## src/rtl/imm_gen_pipe.sv

```systemverilog
// imm_gen_pipe: registered, handshaked RV32I immediate generator.
// Decodes the I/S/B/U/J immediate from the opcode, sign-extends it to XLEN,
// computes pc+imm and carries instr/pc downstream through a valid/ready stage.
// SKID=1 gives a 2-entry skid (registered in_ready); SKID=0 a single register.
// Optional feature macro: IMM_ILLEGAL_EN adds the out_illegal port.
module imm_gen_pipe #(
  parameter int XLEN = 32,
  parameter int SKID = 1
) (
  input  logic            clk,
  input  logic            rst,
  input  logic            flush,
  input  logic            in_valid,
  output logic            in_ready,
  input  logic [31:0]     in_instr,
  input  logic [XLEN-1:0] in_pc,
  output logic            out_valid,
  input  logic            out_ready,
  output logic [31:0]     out_instr,
  output logic [XLEN-1:0] out_pc,
  output logic [XLEN-1:0] out_imm,
  output logic [2:0]      out_fmt,
`ifdef IMM_ILLEGAL_EN
  output logic [XLEN-1:0] out_target,
  output logic            out_illegal
`else
  output logic [XLEN-1:0] out_target
`endif
);

  localparam logic [2:0] FMT_NONE = 3'd0;
  localparam logic [2:0] FMT_I    = 3'd1;
  localparam logic [2:0] FMT_S    = 3'd2;
  localparam logic [2:0] FMT_B    = 3'd3;
  localparam logic [2:0] FMT_U    = 3'd4;
  localparam logic [2:0] FMT_J    = 3'd5;

  typedef struct packed {
    logic [31:0]     instr;
    logic [XLEN-1:0] pc;
    logic [XLEN-1:0] imm;
    logic [XLEN-1:0] target;
    logic [2:0]      fmt;
`ifdef IMM_ILLEGAL_EN
    logic            illegal;
`endif
  } entry_t;

  logic [6:0]      opcode;
  logic [31:0]     dec_imm32;
  logic [2:0]      dec_fmt;
  logic [XLEN-1:0] dec_imm;
  entry_t          in_entry;

  entry_t main_q, main_d;
  entry_t skid_q, skid_d;
  logic   main_valid_q, main_valid_d;
  logic   skid_valid_q, skid_valid_d;

  logic   accept;
  logic   main_leave;

  assign opcode = in_instr[6:0];

  // Immediate format decode and 32-bit immediate assembly
  always_comb begin
    dec_imm32 = '0;
    dec_fmt   = FMT_NONE;
    case (opcode)
      7'b0010011, 7'b0000011, 7'b1100111, 7'b1110011: begin
        dec_fmt   = FMT_I;
        dec_imm32 = {{20{in_instr[31]}}, in_instr[31:20]};
      end
      7'b0100011: begin
        dec_fmt   = FMT_S;
        dec_imm32 = {{20{in_instr[31]}}, in_instr[31:25], in_instr[11:7]};
      end
      7'b1100011: begin
        dec_fmt   = FMT_B;
        dec_imm32 = {{19{in_instr[31]}}, in_instr[31], in_instr[7],
                     in_instr[30:25], in_instr[11:8], 1'b0};
      end
      7'b0110111, 7'b0010111: begin
        dec_fmt   = FMT_U;
        dec_imm32 = {in_instr[31:12], 12'b0};
      end
      7'b1101111: begin
        dec_fmt   = FMT_J;
        dec_imm32 = {{11{in_instr[31]}}, in_instr[31], in_instr[19:12],
                     in_instr[20], in_instr[30:21], 1'b0};
      end
      default: begin
        dec_fmt   = FMT_NONE;
        dec_imm32 = '0;
      end
    endcase
  end

  // Sign-extend from bit 31 up to XLEN (no-op for XLEN=32)
  assign dec_imm = XLEN'($signed(dec_imm32));

`ifdef IMM_ILLEGAL_EN
  logic dec_illegal;

  // Illegal flag: non-32-bit encoding, or an opcode that is neither an
  // immediate format nor one of the immediate-free RV32I ops (OP, MISC-MEM)
  always_comb begin
    dec_illegal = 1'b0;
    if (opcode[1:0] != 2'b11) begin
      dec_illegal = 1'b1;
    end else if (dec_fmt == FMT_NONE &&
                 opcode != 7'b0110011 && opcode != 7'b0001111) begin
      dec_illegal = 1'b1;
    end
  end
`endif

  // Pack the decoded input into an entry, with the wrapping pc+imm add
  always_comb begin
    in_entry        = '0;
    in_entry.instr  = in_instr;
    in_entry.pc     = in_pc;
    in_entry.imm    = dec_imm;
    in_entry.target = in_pc + dec_imm;
    in_entry.fmt    = dec_fmt;
`ifdef IMM_ILLEGAL_EN
    in_entry.illegal = dec_illegal;
`endif
  end

  // SKID=1: ready only depends on a flop; SKID=0: ready looks through to out_ready
  assign in_ready   = (SKID != 0) ? ~skid_valid_q : (out_ready | ~main_valid_q);
  assign accept     = in_valid & in_ready & ~flush;
  assign main_leave = main_valid_q & out_ready;

  // Entry occupancy: flush dominates, then skid-to-main handoff, then loads
  always_comb begin
    main_d       = main_q;
    skid_d       = skid_q;
    main_valid_d = main_valid_q;
    skid_valid_d = skid_valid_q;
    if (flush) begin
      main_valid_d = 1'b0;
      skid_valid_d = 1'b0;
    end else if (main_leave && skid_valid_q) begin
      // in_ready is low while the skid is full, so no accept can collide here
      main_d       = skid_q;
      skid_valid_d = 1'b0;
    end else if (main_leave || !main_valid_q) begin
      main_valid_d = accept;
      if (accept) begin
        main_d = in_entry;
      end
    end else if (accept && SKID != 0) begin
      skid_d       = in_entry;
      skid_valid_d = 1'b1;
    end
  end

  // State registers with asynchronous clear
  always_ff @(posedge clk or posedge rst) begin
    if (rst) begin
      main_q       <= '0;
      skid_q       <= '0;
      main_valid_q <= 1'b0;
      skid_valid_q <= 1'b0;
    end else begin
      main_q       <= main_d;
      skid_q       <= skid_d;
      main_valid_q <= main_valid_d;
      skid_valid_q <= skid_valid_d;
    end
  end

  assign out_valid  = main_valid_q;
  assign out_instr  = main_q.instr;
  assign out_pc     = main_q.pc;
  assign out_imm    = main_q.imm;
  assign out_fmt    = main_q.fmt;
  assign out_target = main_q.target;
`ifdef IMM_ILLEGAL_EN
  assign out_illegal = main_q.illegal;
`endif

endmodule

```

## config.mk

```make
export PLATFORM = sky130hd
export DESIGN_NAME = imm_gen_pipe
export DESIGN_NICKNAME = d
export VERILOG_FILES = /design/src/rtl/imm_gen_pipe.sv
export SDC_FILE = /design/constraint.sdc
export NUM_CORES = 1
export LEC_CHECK = 0
export ABC_AREA = 1
export BUFFER_PORTS_ARGS = -buffer_cell sky130_fd_sc_hd__buf_2
export CAP_MARGIN = 20
export CORE_AREA = 3 3 157 159
export DETAILED_ROUTE_END_ITERATION = 10
export DIE_AREA = 0 0 160 162
export PLACE_DENSITY = 0.83
export SYNTH_ARGS = -nofsm -noshare
export SYNTH_HDL_FRONTEND = slang
export SYNTH_SLANG_ARGS = --single-unit
```

## constraint.sdc

```tcl
create_clock -name clk -period 24.2 [get_ports clk]
set_input_delay 2.42 -clock clk [delete_from_list [all_inputs] [get_ports clk]]
set_output_delay 2.42 -clock clk [all_outputs]
set_load 0.01 [all_outputs]
```

==> flow_summary.ini <==
[run_status]
status = finished, final reports clean

[grt]
grt_busiest_layer = met2
grt_max_degree = 126
track_usage = 0.304
grt_use_met3 = 0.0441
grt_pass1_wl_um = 63600
grtUsageMet1 = 0.425
grtUsageMet2 = 0.501
first_global_vias = 11900
antenna_found_initial = 0
globalRouteOverflowTotal = 0

[placement]
placedCellCount = 2301
port_buffers = 201
place_congestion = 0.997
dp_hpwl_um = 28200

[logic_synthesis]
synth.cell_area_sq_um = 13900
synthArstFlopShare = 1.00
syn_inst = 1863
synth_cell_types = 44
synth_warnings = 0
ys.flop_type = dfrtp_1
synth_seq_cells = 264
synth-edff-count = 0
syn_nets = 1964
syn_avg_cell_area_sq_um = 7.44
ys_seq_area_frac = 0.476

[drt]
post-route-drc-count = 0
drt_iter0_drc = 1192
wl_um = 40100
vias = 12800
ant_nets = 0
wire_per_inst_um = 17.1
drt-pass1-iter-count = 6
routed_via_density = 5.46

[worst_hold_path]
holdPathStages = 2
hold_path_class = register to register

[power_and_ir_drop]
irDropWorstVdd_mv = 0.0476
p_per_area_nw_per_um2 = 76.5
leakagePower_uw = 0.00856

[sta]
finalMaxSlewViolations = 0
period_minus_slack_ns = 5.13
period_share = 0.212
setup_viol = 0
fmax_ghz = 0.195
rsz0062_at_grt = no
finalClockSkew_ns = 0.0181
hold_violations = 0
tightest_slew_ns = 1.06
fin_tns_setup_ns = 0
relSlewSlack = 0.293
timing.hold.ws_ns = 0.473

[worst_setup_path]
crit_cells = 19
crit_path_start_kind = primary input
crit_chain = buf_2, nand2_1, inv_2, nand3_2, inv_2, o21ai_4, nand2_1, ha_1, nand2_1, inv_1, nand2_1, nor2_1, nand4_1, nand3_1, nand2_1, inv_1, o21ai_0, nand2_1, nand2_1
path_class = primary input to register
crit_required_ns = 24.63
crit_family = simple AND/OR/NAND/NOR gates
critPathMaxFanout = 16
critPathSlowestCell = ha_1
max_stage_delay_ns = 0.44
cpMostUsedCell = nand2_1
worst_setup_path_end_kind = register
critPathArrivalTime_ns = 5.56
ff2ff_path_depth = 8
path_buf_inv = 5

[final_layout]
area_growth_pct = 15.1
final_cell_mix = 646 x nand2_1, 265 x o21ai_0, 264 x dfrtp_1
drive_gt1_frac = 0.146
nets = 2115
final_common_cell = nand2_1
num_antenna_cells = 0
finalNonFillerCells = 2353

[clocking]
cts_resized = 0
cts_buffers = 28
tritoncts = yes
clockBufferDepth = 3
clock_sinks = 264
post_cts_buffers = 0
cts.reportedPaths.clkPinSlew_ns = 0.06
clk_latency_ns = 0.56
htreeDepth = 1
cts-root-buf = clkbuf_16
hold_buffers = 0

[floorplan]
io_pins = 202
initial_utilization = 0.592
die_w_um = 160
die_y_um = 162
rows = 56
design.core.area_sq_um = 23400
fp.dieArea_sq_um = 25900

[run]
drv_cap = 0
worst register-to-register path: cells and delay by family (launching register included):
kind / cells / cell delay, ns
buffers and inverters: 2 / 1.44
flip-flops: 1 / 0.40
AND/OR/NAND/NOR: 3 / 0.77
AO/OA/AOI/OAI: 3 / 0.58
flip-flops by register name (all words and copies together) (netlist names):
register	cells
skid_q	131
skid_valid_q	1
out_instr	32
out_fmt	3
out_pc	32
out_imm	32
out_valid	1
out_target	32
final cells by class:
| cell class | count | area, sq um |
|---|---|---|
| fillers | 2050 | 7450 |
| well taps | 319 | 399 |
| flip-flops and latches | 264 | 6610 |
| inverters | 206 | 783 |
| repair buffers | 211 | 1110 |
| multi-input cells | 1303 | 6110 |
| clock buffers | 43 | 857 |
| clock inverters | 7 | 77.6 |
synth_stat cells (4+ instances only):
| cell | count | share of area |
|---|---|---|
| nor2_2 | 4 | 0.0018 |
| nor3_1 | 5 | 0.0018 |
| inv_1 | 194 | 0.053 |
| buf_2 | 25 | 0.0090 |
| nand3_1 | 46 | 0.017 |
| nand3b_1 | 6 | 0.0032 |
| a31oi_1 | 13 | 0.0059 |
| nor2_1 | 120 | 0.032 |
| o211ai_2 | 7 | 0.0063 |
| o21a_1 | 8 | 0.0043 |
| o21ai_0 | 265 | 0.096 |
| a21o_1 | 7 | 0.0038 |
| ha_1 | 31 | 0.028 |
| buf_1 | 11 | 0.0030 |
| dfrtp_1 | 264 | 0.48 |
| inv_2 | 12 | 0.0032 |
| nand4_1 | 4 | 0.0018 |
| xnor2_1 | 13 | 0.0082 |
| nand2_1 | 647 | 0.18 |
| o21ai_1 | 50 | 0.018 |
| a21oi_1 | 50 | 0.018 |
| clkbuf_1 | 51 | 0.014 |
power by group:
| part | switching [uW] | leakage [uW] | internal [uW] |
|---|---|---|---|
| Sequential | 38.2 | 0.00331 | 529 |
| Combinational | 140 | 0.00479 | 79.6 |
| Clock | 180 | 0.000460 | 254 |
kinds of logic after synthesis:
| family | Yosys count | synth area share |
|---|---|---|
| and+or+nand+nor | 845 | 0.242 |
| AOI/OAI and AO/OA | 412 | 0.160 |
| buffers and inverters | 296 | 0.0837 |
| DFF | 264 | 0.476 |
| adders and majority gates | 32 | 0.0294 |
| xor gates and xnor gates | 14 | 0.00884 |
layer usage:
metal  up-vias  routed length, um  share of wire
met4         0               1180          0.029
li1       6201                  -              -
met2       523              18900           0.47
met1      6033              16900           0.42
met3        82               3150          0.078
met5         -                  0              0
path summary, 6_finish.rpt:
check / from / end / slack [ns]
max reg2reg: out_valid$_DFFE_PP0P_ / out_imm[31]$_DFFE_PP0P_ / 20.89
max: in_instr[1] / out_target[17]$_DFFE_PP0P_ / 19.07
max in group asynchronous: rst / skid_q[97]$_DFFE_PP0P_ / 19.77
min: out_imm[10]$_DFFE_PP0P_ / out_imm[10]$_DFFE_PP0P_ / 0.47
min reg2reg: out_imm[10]$_DFFE_PP0P_ / out_imm[10]$_DFFE_PP0P_ / 0.47
min in group asynchronous: rst / out_pc[1]$_DFFE_PP0P_ / 2.00
through the flow:
step                       util  total power [uW]  setup WS (ns)  instance area (sq um)
after global routing      0.682              1280          18.80                  16000
after floorplan               -               704          14.51                  13900
final                     0.682              1220          19.07                  16000
after global placement    0.640               781          18.62                  15000
after detailed placement  0.640               791          18.56                  15000
after CTS                 0.680              1220          19.10                  15900
No activity file was read; power rests on OpenSTA's default activity.
